$ cat src/rtl/phy_pkg.sv
// Shared phy constants: comma byte, byte width, receive aligner state encoding.
package phy_pkg;

  localparam int unsigned BYTE_W    = 8;
  localparam int unsigned BIT_CNT_W = 3;
  localparam int unsigned CMA_CNT_W = 4;

  localparam logic [BYTE_W-1:0] COMMA = 8'hBC;

  typedef enum logic [1:0] {
    ST_SEARCH = 2'd0,
    ST_COUNT  = 2'd1,
    ST_ACTIVE = 2'd2
  } rx_state_e;

endpackage

$ cat src/rtl/phy_rx_serial_paralelo_if.sv
// Serial input and byte-wide outputs of the receive serial-to-parallel stage.
interface phy_rx_serial_paralelo_if;
  import phy_pkg::*;

  logic              data_in;
  logic [BYTE_W-1:0] data_out;
  logic              valid_out;
  logic              byte_strobe;
  logic              active;

  modport slave  (input data_in, output data_out, valid_out, byte_strobe, active);
  modport master (output data_in, input data_out, valid_out, byte_strobe, active);

endinterface

$ cat src/rtl/phy_rx_aligner.sv
// Bit-level comma hunt, comma run counting and byte alignment lock.
module phy_rx_aligner
  import phy_pkg::*;
#(
  parameter int unsigned SYNC_COMMAS = 4  // legal 1..15
) (
  input  logic              clk_32f,
  input  logic              reset,
  input  logic              data_in,
  output logic [BYTE_W-1:0] nxt_c,
  output logic              byte_done_c,
  output logic              active
);

  rx_state_e              state_q, state_d;
  logic [BYTE_W-2:0]      sr_q;
  logic [BIT_CNT_W-1:0]   bit_cnt_q, bit_cnt_d;
  logic [CMA_CNT_W-1:0]   comma_cnt_q, comma_cnt_d;
  logic [CMA_CNT_W-1:0]   comma_inc_c;
  logic                   active_d;
  logic                   is_comma_c;
  logic                   last_bit_c;

  // Only the low seven history bits are needed to form the completing byte.
  assign nxt_c       = {sr_q, data_in};
  assign is_comma_c  = (nxt_c == COMMA);
  assign last_bit_c  = (bit_cnt_q == BIT_CNT_W'(7));
  assign comma_inc_c = comma_cnt_q + CMA_CNT_W'(1);
  assign byte_done_c = (state_q == ST_ACTIVE) && last_bit_c;

  always_ff @(posedge clk_32f or negedge reset) begin
    if (!reset) begin
      state_q     <= ST_SEARCH;
      sr_q        <= '0;
      bit_cnt_q   <= '0;
      comma_cnt_q <= '0;
      active      <= 1'b0;
    end else begin
      state_q     <= state_d;
      sr_q        <= nxt_c[BYTE_W-2:0];
      bit_cnt_q   <= bit_cnt_d;
      comma_cnt_q <= comma_cnt_d;
      active      <= active_d;
    end
  end

  // Next state: SEARCH hunts every bit, COUNT/ACTIVE only look at aligned bytes.
  always_comb begin
    state_d     = state_q;
    bit_cnt_d   = bit_cnt_q + BIT_CNT_W'(1);
    comma_cnt_d = comma_cnt_q;
    active_d    = active;
    case (state_q)
      ST_SEARCH: begin
        bit_cnt_d = '0;
        if (is_comma_c) begin
          comma_cnt_d = CMA_CNT_W'(1);
          if (SYNC_COMMAS == 1) begin
            state_d  = ST_ACTIVE;
            active_d = 1'b1;
          end else begin
            state_d = ST_COUNT;
          end
        end
      end
      ST_COUNT: begin
        if (last_bit_c) begin
          if (is_comma_c) begin
            comma_cnt_d = comma_inc_c;
            if (comma_inc_c == CMA_CNT_W'(SYNC_COMMAS)) begin
              state_d  = ST_ACTIVE;
              active_d = 1'b1;
            end
          end else begin
            state_d     = ST_SEARCH;
            comma_cnt_d = '0;
          end
        end
      end
      ST_ACTIVE: begin
      end
      default: begin
        state_d = ST_SEARCH;
      end
    endcase
  end

endmodule

$ cat src/rtl/phy_rx_serial_paralelo.sv
// Receive serial-to-parallel converter: aligner plus registered byte outputs.
module phy_rx_serial_paralelo
  import phy_pkg::*;
#(
  parameter int unsigned SYNC_COMMAS = 4
) (
  input logic                      clk_32f,
  input logic                      reset,
  phy_rx_serial_paralelo_if.slave  rx
);

  logic [BYTE_W-1:0] nxt_c;
  logic              byte_done_c;
  logic              active;
  logic [BYTE_W-1:0] data_q;
  logic              valid_q;
  logic              strobe_q;

  phy_rx_aligner #(
    .SYNC_COMMAS (SYNC_COMMAS)
  ) u_aligner (
    .clk_32f     (clk_32f),
    .reset       (reset),
    .data_in     (rx.data_in),
    .nxt_c       (nxt_c),
    .byte_done_c (byte_done_c),
    .active      (active)
  );

  // Commas are idle: they strobe but never overwrite the held data byte.
  always_ff @(posedge clk_32f or negedge reset) begin
    if (!reset) begin
      data_q   <= '0;
      valid_q  <= 1'b0;
      strobe_q <= 1'b0;
    end else begin
      strobe_q <= byte_done_c;
      if (byte_done_c) begin
        if (nxt_c != COMMA) begin
          data_q  <= nxt_c;
          valid_q <= 1'b1;
        end else begin
          valid_q <= 1'b0;
        end
      end
    end
  end

  assign rx.data_out    = data_q;
  assign rx.valid_out   = valid_q;
  assign rx.byte_strobe = strobe_q;
  assign rx.active      = active;

endmodule

$ cat src/flat_wrapper.sv
// flat-port wrapper written by rule: the top's interface ports become plain ports
module phy_rx_serial_paralelo_flat import phy_pkg::*;
#(
  parameter int unsigned SYNC_COMMAS = 4
)
  (clk_32f, reset, rx_data_in, rx_data_out, rx_valid_out, rx_byte_strobe, rx_active);
  phy_rx_serial_paralelo_if rx_i ();
  input logic clk_32f;
  input logic reset;
  input wire logic [$bits(rx_i.data_in)-1:0] rx_data_in;
  output wire logic [$bits(rx_i.data_out)-1:0] rx_data_out;
  output wire logic [$bits(rx_i.valid_out)-1:0] rx_valid_out;
  output wire logic [$bits(rx_i.byte_strobe)-1:0] rx_byte_strobe;
  output wire logic [$bits(rx_i.active)-1:0] rx_active;
  assign rx_i.data_in = rx_data_in;
  assign rx_data_out = rx_i.data_out;
  assign rx_valid_out = rx_i.valid_out;
  assign rx_byte_strobe = rx_i.byte_strobe;
  assign rx_active = rx_i.active;
  phy_rx_serial_paralelo #(.SYNC_COMMAS(SYNC_COMMAS)) u_core (.clk_32f(clk_32f), .reset(reset), .rx(rx_i));
endmodule
$ cat config.mk
export PLATFORM = sky130hd
export DESIGN_NAME = phy_rx_serial_paralelo_flat
export DESIGN_NICKNAME = d
export VERILOG_FILES = /design/src/rtl/phy_pkg.sv /design/src/rtl/phy_rx_serial_paralelo_if.sv /design/src/rtl/phy_rx_aligner.sv /design/src/rtl/phy_rx_serial_paralelo.sv /design/src/flat_wrapper.sv
export SDC_FILE = /design/constraint.sdc
export NUM_CORES = 1
export LEC_CHECK = 0
export ABC_AREA = 1
export BUFFER_PORTS_ARGS = -buffer_cell sky130_fd_sc_hd__buf_2
export CORE_MARGIN = 2
export CORE_UTILIZATION = 53
export CTS_CLUSTER_DIAMETER = 60
export DETAILED_ROUTE_END_ITERATION = 10
export HOLD_SLACK_MARGIN = 0.05
export PLACE_DENSITY_LB_ADDON = 0.3
export SKIP_CTS_REPAIR_TIMING = 1
export SLEW_MARGIN = 30
export SYNTH_ARGS = -nofsm -noshare
export SYNTH_HDL_FRONTEND = slang
export SYNTH_SLANG_ARGS = --single-unit
$ cat constraint.sdc
create_clock -name clk_32f -period 2.7 [get_ports clk_32f]
set_input_delay 0.135 -clock clk_32f [delete_from_list [all_inputs] [get_ports clk_32f]]
set_output_delay 0.135 -clock clk_32f [all_outputs]
set_load 0.05 [all_outputs]
=== Word level (Yosys, flattened, before mapping) ===
Cells that the tools add are included.

* Reductions and logical operators: 7
* Equal/unequal tests: 9
* Bitwise gates (word level): 1
* $add $sub $neg: 2
* Multiplexer cells: 11

{| class="wikitable"
|+ Operators with widths
! operator !! number
|-
| $mux 4 || 3
|-
| $eq 8x8->1 const B || 1
|-
| $mux 2 || 4
|-
| $ne 8x8->1 const B || 1
|-
| $pmux 4 s2 || 1
|-
| $reduce_and 4->1 || 2
|-
| $pmux 2 s3 || 1
|-
| $add 4x1->4 const B || 1
|-
| $eq 4x3->1 const B || 1
|-
| $ne 2x2->1 const B || 2
|-
| $add 3x1->3 const B || 1
|-
| $eq 3x3->1 const B || 1
|-
| $mux 3 || 1
|-
| $ne 3x3->1 const B || 1
|-
| $reduce_and 3->1 || 1
|-
| $eq 2x1->1 const B || 1
|-
| $eq 2x2->1 const B || 1
|-
| $logic_not 2->1 || 1
|-
| $reduce_and 2->1 || 1
|-
| $reduce_bool 2->1 || 1
|-
| $logic_and 1x1->1 || 1
|-
| $mux 1 || 1
|-
| $not 1->1 || 1
|}

* Flip-flop bits (word level): 27

=== Depth between registers and ports, before layout ===
Gate-level depths: netlist of the first run.

* Depth in word-level cells: 6
* Depth in mapped cells: 10
* Gate-level depth less buffers: 9

=== By module ===
A second synthesis of the first run with hierarchy kept.

* Cell total of the unflattened synthesis: 141
* Area total of the unflattened synthesis: 1,282.5 um2

{| class="wikitable"
|+ Modules (own cells, without submodules)
! module !! area an instance (um2) !! times used !! seq. area each (um2) !! cells each
|-
| phy_rx_aligner || 848.3 || 1 || 425.4 || 93
|-
| phy_rx_serial_paralelo || 434.2 || 1 || 250.2 || 48
|}

=== Least setup slack after synthesis of the first run ===
No wires, ideal clock.

* Kind: register -> register
* Start point: register u_core.u_aligner.bit_cnt_q[0]
* End point: register u_core.data_q[1], in the netlist u_core.rx.data_out[1]
* Arrival: 1.222 ns
* Required time: 2.624 ns
* Setup slack: 1.402 ns
* Stages on the path, launching flop included: 9
* Cells stage by stage: dfrtp_1 > ha_1 > ha_1 > inv_1 > nor2_4 > nand2_2 > buf_6 > nand2_1 > o21ai_1

* Cells in the longest elaborated chain, start to end: 3

{| class="wikitable"
|+ Ends and longest elaborated chain
! item !! RTL line !! source
|-
| start, declared || phy_rx_aligner.sv:17 || <nowiki>logic [BIT_CNT_W-1:0] bit_cnt_q, bit_cnt_d;</nowiki>
|-
| start signal, assigned || phy_rx_aligner.sv:41 || <nowiki>bit_cnt_q <= bit_cnt_d;</nowiki>
|-
| $eq 3x3->1 || phy_rx_aligner.sv:27 || <nowiki>assign last_bit_c = (bit_cnt_q == BIT_CNT_W'(7));</nowiki>
|-
| $logic_and 1x1->1 || phy_rx_aligner.sv:29 || <nowiki>assign byte_done_c = (state_q == ST_ACTIVE) && last_bit_c;</nowiki>
|-
| net u_core.byte_done_c || phy_rx_serial_paralelo.sv:13 || <nowiki>logic byte_done_c;</nowiki>
|-
| $reduce_and 2->1 (no source line) || - ||
|-
| end signal, assigned || phy_rx_serial_paralelo.sv:40 || <nowiki>data_q <= nxt_c;</nowiki>
|-
| end, declared || phy_rx_serial_paralelo.sv:15 || <nowiki>logic [BYTE_W-1:0] data_q;</nowiki>
|}

The timed path passes the listed nets, and every way through them passes these cells.
A chain may end at the register's enable or synchronous reset.

=== Final worst setup path of the first run ===
* Start point: input port rx_data_in
* End point: register u_core.u_aligner.comma_cnt_q[1]

* Cells in the longest elaborated chain, start to end: 4

{| class="wikitable"
|+ Ends and longest elaborated chain
! item !! RTL line !! source
|-
| start, declared || flat_wrapper.sv:10 || <nowiki>input wire logic [$bits(rx_i.data_in)-1:0] rx_data_in;</nowiki>
|-
| $eq 8x8->1 * || phy_rx_aligner.sv:26 || <nowiki>assign is_comma_c = (nxt_c == COMMA);</nowiki>
|-
| $mux 4 || phy_rx_aligner.sv:68 || <nowiki>if (is_comma_c) begin</nowiki>
|-
| $mux 4 || phy_rx_aligner.sv:67 || <nowiki>if (last_bit_c) begin</nowiki>
|-
| $pmux 4 s2 || phy_rx_aligner.sv:53 || <nowiki>case (state_q)</nowiki>
|-
| end signal, assigned || phy_rx_aligner.sv:42 || <nowiki>comma_cnt_q <= comma_cnt_d;</nowiki>
|-
| end, declared || phy_rx_aligner.sv:18 || <nowiki>logic [CMA_CNT_W-1:0] comma_cnt_q, comma_cnt_d;</nowiki>
|}

Every way passes the cells marked *; elsewhere a longest branch is shown, timed or not. The select of a mux whose other input is x is not followed.

==> flow_summary_export.csv, run 1 <==
group,metric,value,unit
status,outcome,"completed",
final_layout,fill_cells,184,
drt,viasPerCell,4.81,
synthesis,synth_cell_types,15,
final_layout,drive_above_1_share,19.8,%
setup_path,end_kind,"flop",
synthesis,synthesis.area,1110,sq um
sta,max_freq,0.651,GHz
setup_path,cp_slowest_cell,"dlygate4sd3_1",
placement,place_hpwl,1290,um
global_routing,met2_usage,28.7,%
drt,num_vias,760,
clock_network,clk_pin_slew,150,ps
synthesis,synthCells,114,
synthesis,syn_nets,120,
synthesis,synth-warning-count,0,
final_layout,area_growth,11.4,%
drt,avgRoutedWirePerCell,10.9,um
clock_network,clock_path_buffers,2,
setup_path,worstPathMaxFanout,11,
sta,skew,2.45,ps
sta,hold_viol,0,
pwr,powerDensity,527,nW/um^2
drt,drc,0,
synthesis,syn_avg_cell_area,9.71,sq um
global_routing,gr-total-overflow,0,
floorplan,start_util,56.4,%
final_layout,final_core_util,62.9,%
sta,finalCritPeriodShare,56.9,%
placement,numPortBuffers,13,
pwr,peakVddDrop,0.387,mV
setup_path,cp_data_required_time,2940,ps
sta,fin_crit,1540,ps
sta,final_max_slew_viol_count,0,
floorplan,die_w,49.7,um
final_layout,diodes,0,
global_routing,grt_busiest_layer,"met2",
placement,placed_cells,152,
sta,tightestPinTransition,572,ps
run,drv_cap,0,
clock_network,cts_buffers,3,
synthesis,ys_seq_elements,27,
global_routing,grt_max_degree,28,
floorplan,dieArea,2470,sq um
setup_path,cp-start-kind,"input pin",
final_layout,fin_area,1230,sq um
floorplan,core_area,1960,sq um
pwr,p_total,0.650,mW
drt,wirelength,1720,um
clock_network,htree_levels,1,
drt,postRouteAntennaNets,0,
hold_path,hold_class,"input pin to asynchronous set/reset pin",
floorplan,rows,16,
placement,globalplace.congestion,0.871,
clock_network,cts_tree,"yes",
global_routing,met3_usage,3.64,%
setup_path,worstPathCellList,"dlygate4sd3_1 > buf_2 > inv_2 > nand2_1 > nor2_1 > nand2_1 > a21oi_2 > inv_2 > nand2_1 > nand2_1",
setup_path,crit_type,"input pin to flop",
final_layout,final-seq-area,676,sq um
clock_network,cts.sinks,27,
final_layout,multi_input_area,364,sq um
global_routing,use_met1,22.8,%
global_routing,grt_pass1_vias,782,
clock_network,insertion_delay,320,ps
global_routing,grt_pass1_wl,3280,um
final_layout,nNetsFinal,138,
placement,dpl_cell_area,1180,sq um
sta,relSlewSlack,61.8,%
floorplan,die_h,49.7,um
final_layout,finalNonFillerCells,158,
clock_network,root_buffer,"clkbuf_4",
drt,drt-pass1-iter-count,4,
sta,rsz0062_at_grt,"false",
global_routing,antenna_found_initial,0,
setup_path,arrival,1770,ps
synthesis,seq_area_frac_synth,61.0,%
floorplan,num_io_pins,14,
sta,tns,0,ps
setup_path,max_stage_delay,530,ps
pwr,leakage,0.617,nW
sta,setup_viol_count_final,0,
global_routing,grtUsageTotal,17.4,%
drt,first_iter_violations,8,
setup_path,crit_top_cell,"nand2_1",
flip-flops by register name, summed over array words and instances, names as in the netlist:
name,flops
u_core.u_aligner.sr_q,7
u_core.u_aligner.active,1
u_core.u_aligner.bit_cnt_q,3
u_core.rx.data_out,8
u_core.u_aligner.state_q,2
u_core.u_aligner.comma_cnt_q,4
u_core.rx.byte_strobe,1
u_core.rx.valid_out,1
cell type report:
class | instances | share of cell area, %
tap | 27 | 2.74
timing repair buffer | 15 | 6.90
clock inverter | 1 | 0.609
clock buffer | 3 | 1.83
multi-input combinational | 73 | 29.5
inverter | 12 | 3.65
sequential | 27 | 54.8
Yosys cell counts:
library cell | count | share of area (%)
nand3_1 | 11 | 5.0
o21ai_0 | 2 | 0.90
nand2_1 | 37 | 13
ha_1 | 3 | 3.4
inv_1 | 9 | 3.1
nand3b_1 | 1 | 0.68
buf_6 | 2 | 2.0
nor2_4 | 2 | 2.0
a21oi_2 | 2 | 1.6
inv_2 | 3 | 1.0
nor2_1 | 8 | 2.7
dfrtp_1 | 27 | 61
xor2_1 | 2 | 1.6
nand2_2 | 2 | 1.1
o21ai_1 | 3 | 1.4
routing by layer:
| metal | up-vias | routed length (um) |
|---|---|---|
| met3 | 2 | 45 |
| met2 | 15 | 824 |
| met1 | 355 | 831 |
| met4 | 0 | 20 |
| met5 | - | 0 |
| li1 | 388 | - |
power breakdown:
group,switching (mW),total [mW],leakage (nW),internal [mW]
Combinational,0.0389,0.0500,0.285,0.0111
Clock,0.121,0.178,0.0139,0.0567
Sequential,0.00656,0.423,0.318,0.416
path summary, 6_finish.rpt:
check	from	to	slack, ps	cells past startpoint
max	rx_data_in	u_core.u_aligner.comma_cnt_q[1]	1160	10
min	reset	u_core.u_aligner.sr_q[6]	320	2
max reg2reg	u_core.u_aligner.sr_q[5]	u_core.u_aligner.comma_cnt_q[1]	1190	8
min reg2reg	u_core.u_aligner.sr_q[0]	u_core.u_aligner.sr_q[1]	400	0
max in group asynchronous	reset	u_core.u_aligner.comma_cnt_q[2]	2000	2
min in group clk_32f	u_core.u_aligner.sr_q[0]	u_core.u_aligner.sr_q[1]	400	0
worst max-delay path: cells and delay by family:
kind	cells	cell delay (ps)
buf+inv	4	790
compound gates	1	330
simple gates	5	510
cells by family (layout without fill, tap and decap cells):
group | Yosys count | after routing | share of synthesized area [%]
AO/OA/AOI/OAI | 7 | 7 | 3.84
XOR/XNOR | 2 | 2 | 1.58
adder cells (fa/ha/maj) | 3 | 3 | 3.39
buffers and inverters | 14 | 31 | 6.10
flip-flops | 27 | 27 | 61.0
AND/OR/NAND/NOR | 61 | 61 | 24.1
cell usage in the layout (no fill, tap or decap), drive strengths merged:
cell	n
a21oi	2
buf	13
clkbuf	3
clkinvlp	1
dfrtp	27
dlygate4sd3	2
ha	3
inv	12
nand2	39
nand3	11
nand3b	1
nor2	10
o21ai	5
xor2	2
metrics by stage:
step	worst slack, ps	hold WS (ps)
2_1_floorplan	1400	-161
4_1_cts	1170	-207
3_5_place_dp	1200	171
5_1_grt	974	372
3_3_place_gp	1250	160
6_report	1160	320
No activity file was read; power rests on OpenSTA's default activity.
==> run 2: changes to the inputs <==
==> constraint.sdc (replaced) <==
create_clock -name clk_32f -period 1.5 [get_ports clk_32f]
set_input_delay 0.075 -clock clk_32f [delete_from_list [all_inputs] [get_ports clk_32f]]
set_output_delay 0.075 -clock clk_32f [all_outputs]
set_load 0.05 [all_outputs]
==> run 2 against run 1 <==
  * Cell area up 3.0%
  * Critical path depth down 1
  * Via count up 3.7%
  * Hold slack worse by 37 ps
  * Register-to-register slack worse by 1100 ps
  * Sequential share of layout area down 1.6 points
  * Die area unchanged
  * First-iteration DRC count down 50%
  * Utilization up 1.9 points
  * Clock skew up 7.7 ps
  * Largest cell class unchanged
==> flow_summary_export.csv, run 2 (synthesis results as in run 1) <==
group,metric,value,unit
pwr,p_int,0.869,mW
clock_network,clock_path_buffers,2,
hold_path,hold_class,"input pin to asynchronous set/reset pin",
drt,viasPerCell,4.89,
sta,relSlewSlack,61.8,%
floorplan,core_area,1960,sq um
drt,postRouteAntennaNets,0,
sta,skew,10.1,ps
sta,finalCritPeriodShare,91.6,%
clock_network,clk_pin_slew,140,ps
setup_path,worstPathMaxFanout,5,
final_layout,finalNonFillerCells,161,
drt,wirelength,1870,um
setup_path,end_kind,"flop",
floorplan,die_w,49.7,um
clock_network,cts.sinks,27,
global_routing,grt_pass1_wl,3330,um
pwr,p_sw,0.283,mW
drt,avgRoutedWirePerCell,11.6,um
placement,globalplace.congestion,0.894,
status,outcome,"completed",
pwr,pwr-share-seq,66.1,%
pwr,switching_share,24.6,%
final_layout,diodes,0,
sta,tightestPinTransition,574,ps
floorplan,die_h,49.7,um
placement,numPortBuffers,13,
floorplan,dieArea,2470,sq um
clock_network,cts_tree,"yes",
sta,setup_viol_count_final,0,
run,drv_cap,0,
final_layout,area_growth,14.8,%
final_layout,fill_cells,182,
sta,hold_viol,0,
drt,first_iter_violations,4,
pwr,leakage,0.639,nW
pwr,pwr-share-clk,26.1,%
setup_path,crit_type,"flop to flop",
global_routing,grt_pass1_vias,800,
global_routing,grtUsageTotal,17.7,%
drt,drt-pass1-iter-count,4,
final_layout,final_cell_mix,"nand2_1 (35), dfrtp_1 (27), buf_2 (13), nand3_1 (11)",
global_routing,antenna_found_initial,0,
floorplan,num_io_pins,14,
drt,num_vias,788,
global_routing,gr-total-overflow,0,
placement,place_hpwl,1360,um
sta,tns,0,ps
clock_network,htree_levels,1,
global_routing,grt_max_degree,28,
setup_path,cp-start-kind,"flop",
clock_network,insertion_delay,320,ps
pwr,powerDensity,906,nW/um^2
sta,final_max_slew_viol_count,0,
placement,placed_cells,154,
drt,drc,0,
sta,max_freq,0.728,GHz
setup_path,cp_data_required_time,1760,ps
final_layout,largest_register_ffs,8,
final_layout,final_common_cell,"nand2_1",
sta,fin_crit,1370,ps
setup_path,arrival,1630,ps
pwr,comb_power_share,7.9,%
floorplan,start_util,56.4,%
pwr,peakVddDrop,0.648,mV
clock_network,cts_buffers,3,
floorplan,rows,16,
final_layout,drive_above_1_share,23.9,%
final_layout,nNetsFinal,141,
clock_network,root_buffer,"clkbuf_4",
[run 2: power by group through the flow]
stage	Sequential [mW]	Clock, mW	Combinational, mW
4_1_cts	0.761	0.308	0.0882
2_1_floorplan	0.815	0	0.0141
6_report	0.761	0.300	0.0908
3_5_place_dp	0.775	0	0.0880
3_3_place_gp	0.774	0	0.0864
5_1_grt	0.764	0.331	0.0994
[run 2: per-stage QoR]
stage / util (%) / cell area [sq um] / setup WS (ps) / power, mW / hold slack [ps]
floorplan: - / 1110 / 202 / 0.829 / -221
global placement: 61.1 / 1200 / 81.4 / 0.860 / 94.2
detailed placement: 61.1 / 1200 / 60.7 / 0.863 / 105
CTS: 62.5 / 1230 / 35.4 / 1.16 / -256
global route: 64.8 / 1270 / -4.99 / 1.19 / 346
finish: 64.8 / 1270 / 127 / 1.15 / 283
[run 2: final timing paths]
path                                          startpoint  depth (start not counted)  slack [ps]                               to
min in group clk_32f            u_core.u_aligner.sr_q[0]                          0         390         u_core.u_aligner.sr_q[1]
max                        u_core.u_aligner.bit_cnt_q[0]                          9         130  u_core.u_aligner.comma_cnt_q[1]
max in group asynchronous                          reset                          2         830    u_core.u_aligner.bit_cnt_q[1]
max reg2reg                u_core.u_aligner.bit_cnt_q[0]                          9         130  u_core.u_aligner.comma_cnt_q[1]
min reg2reg                     u_core.u_aligner.sr_q[0]                          0         390         u_core.u_aligner.sr_q[1]
min                                                reset                          2         280         u_core.u_aligner.sr_q[6]
[run 2: layout make-up]
| cell class | count | area (sq um) | area share (%) |
|---|---|---|---|
| clock inverters | 1 | 5.00 | 0.394 |
| clock buffers | 3 | 22.5 | 1.77 |
| repair buffers | 18 | 108 | 8.46 |
| flip-flops and latches | 27 | 676 | 53.1 |
| well taps | 27 | 33.8 | 2.66 |
| multi-input cells | 73 | 382 | 30.0 |
| inverters | 12 | 45.0 | 3.54 |
[run 2: metal layers]
metal	up-vias	GRT usage (%)	routed length [um]
met3	6	2.73	51
met2	15	28.0	881
met5	-	0	0
li1	396	-	-
met4	0	9.72	53
met1	371	23.5	879
[run 2: worst max-delay path, cell delays in order, from the launching register on]
cell	delay, ps
dfrtp_1	400
ha_1	200
ha_1	200
inv_2	90
nand2_1	80
nand2_2	100
a21oi_4	50
inv_2	90
nand2_1	50
nand2_1	70
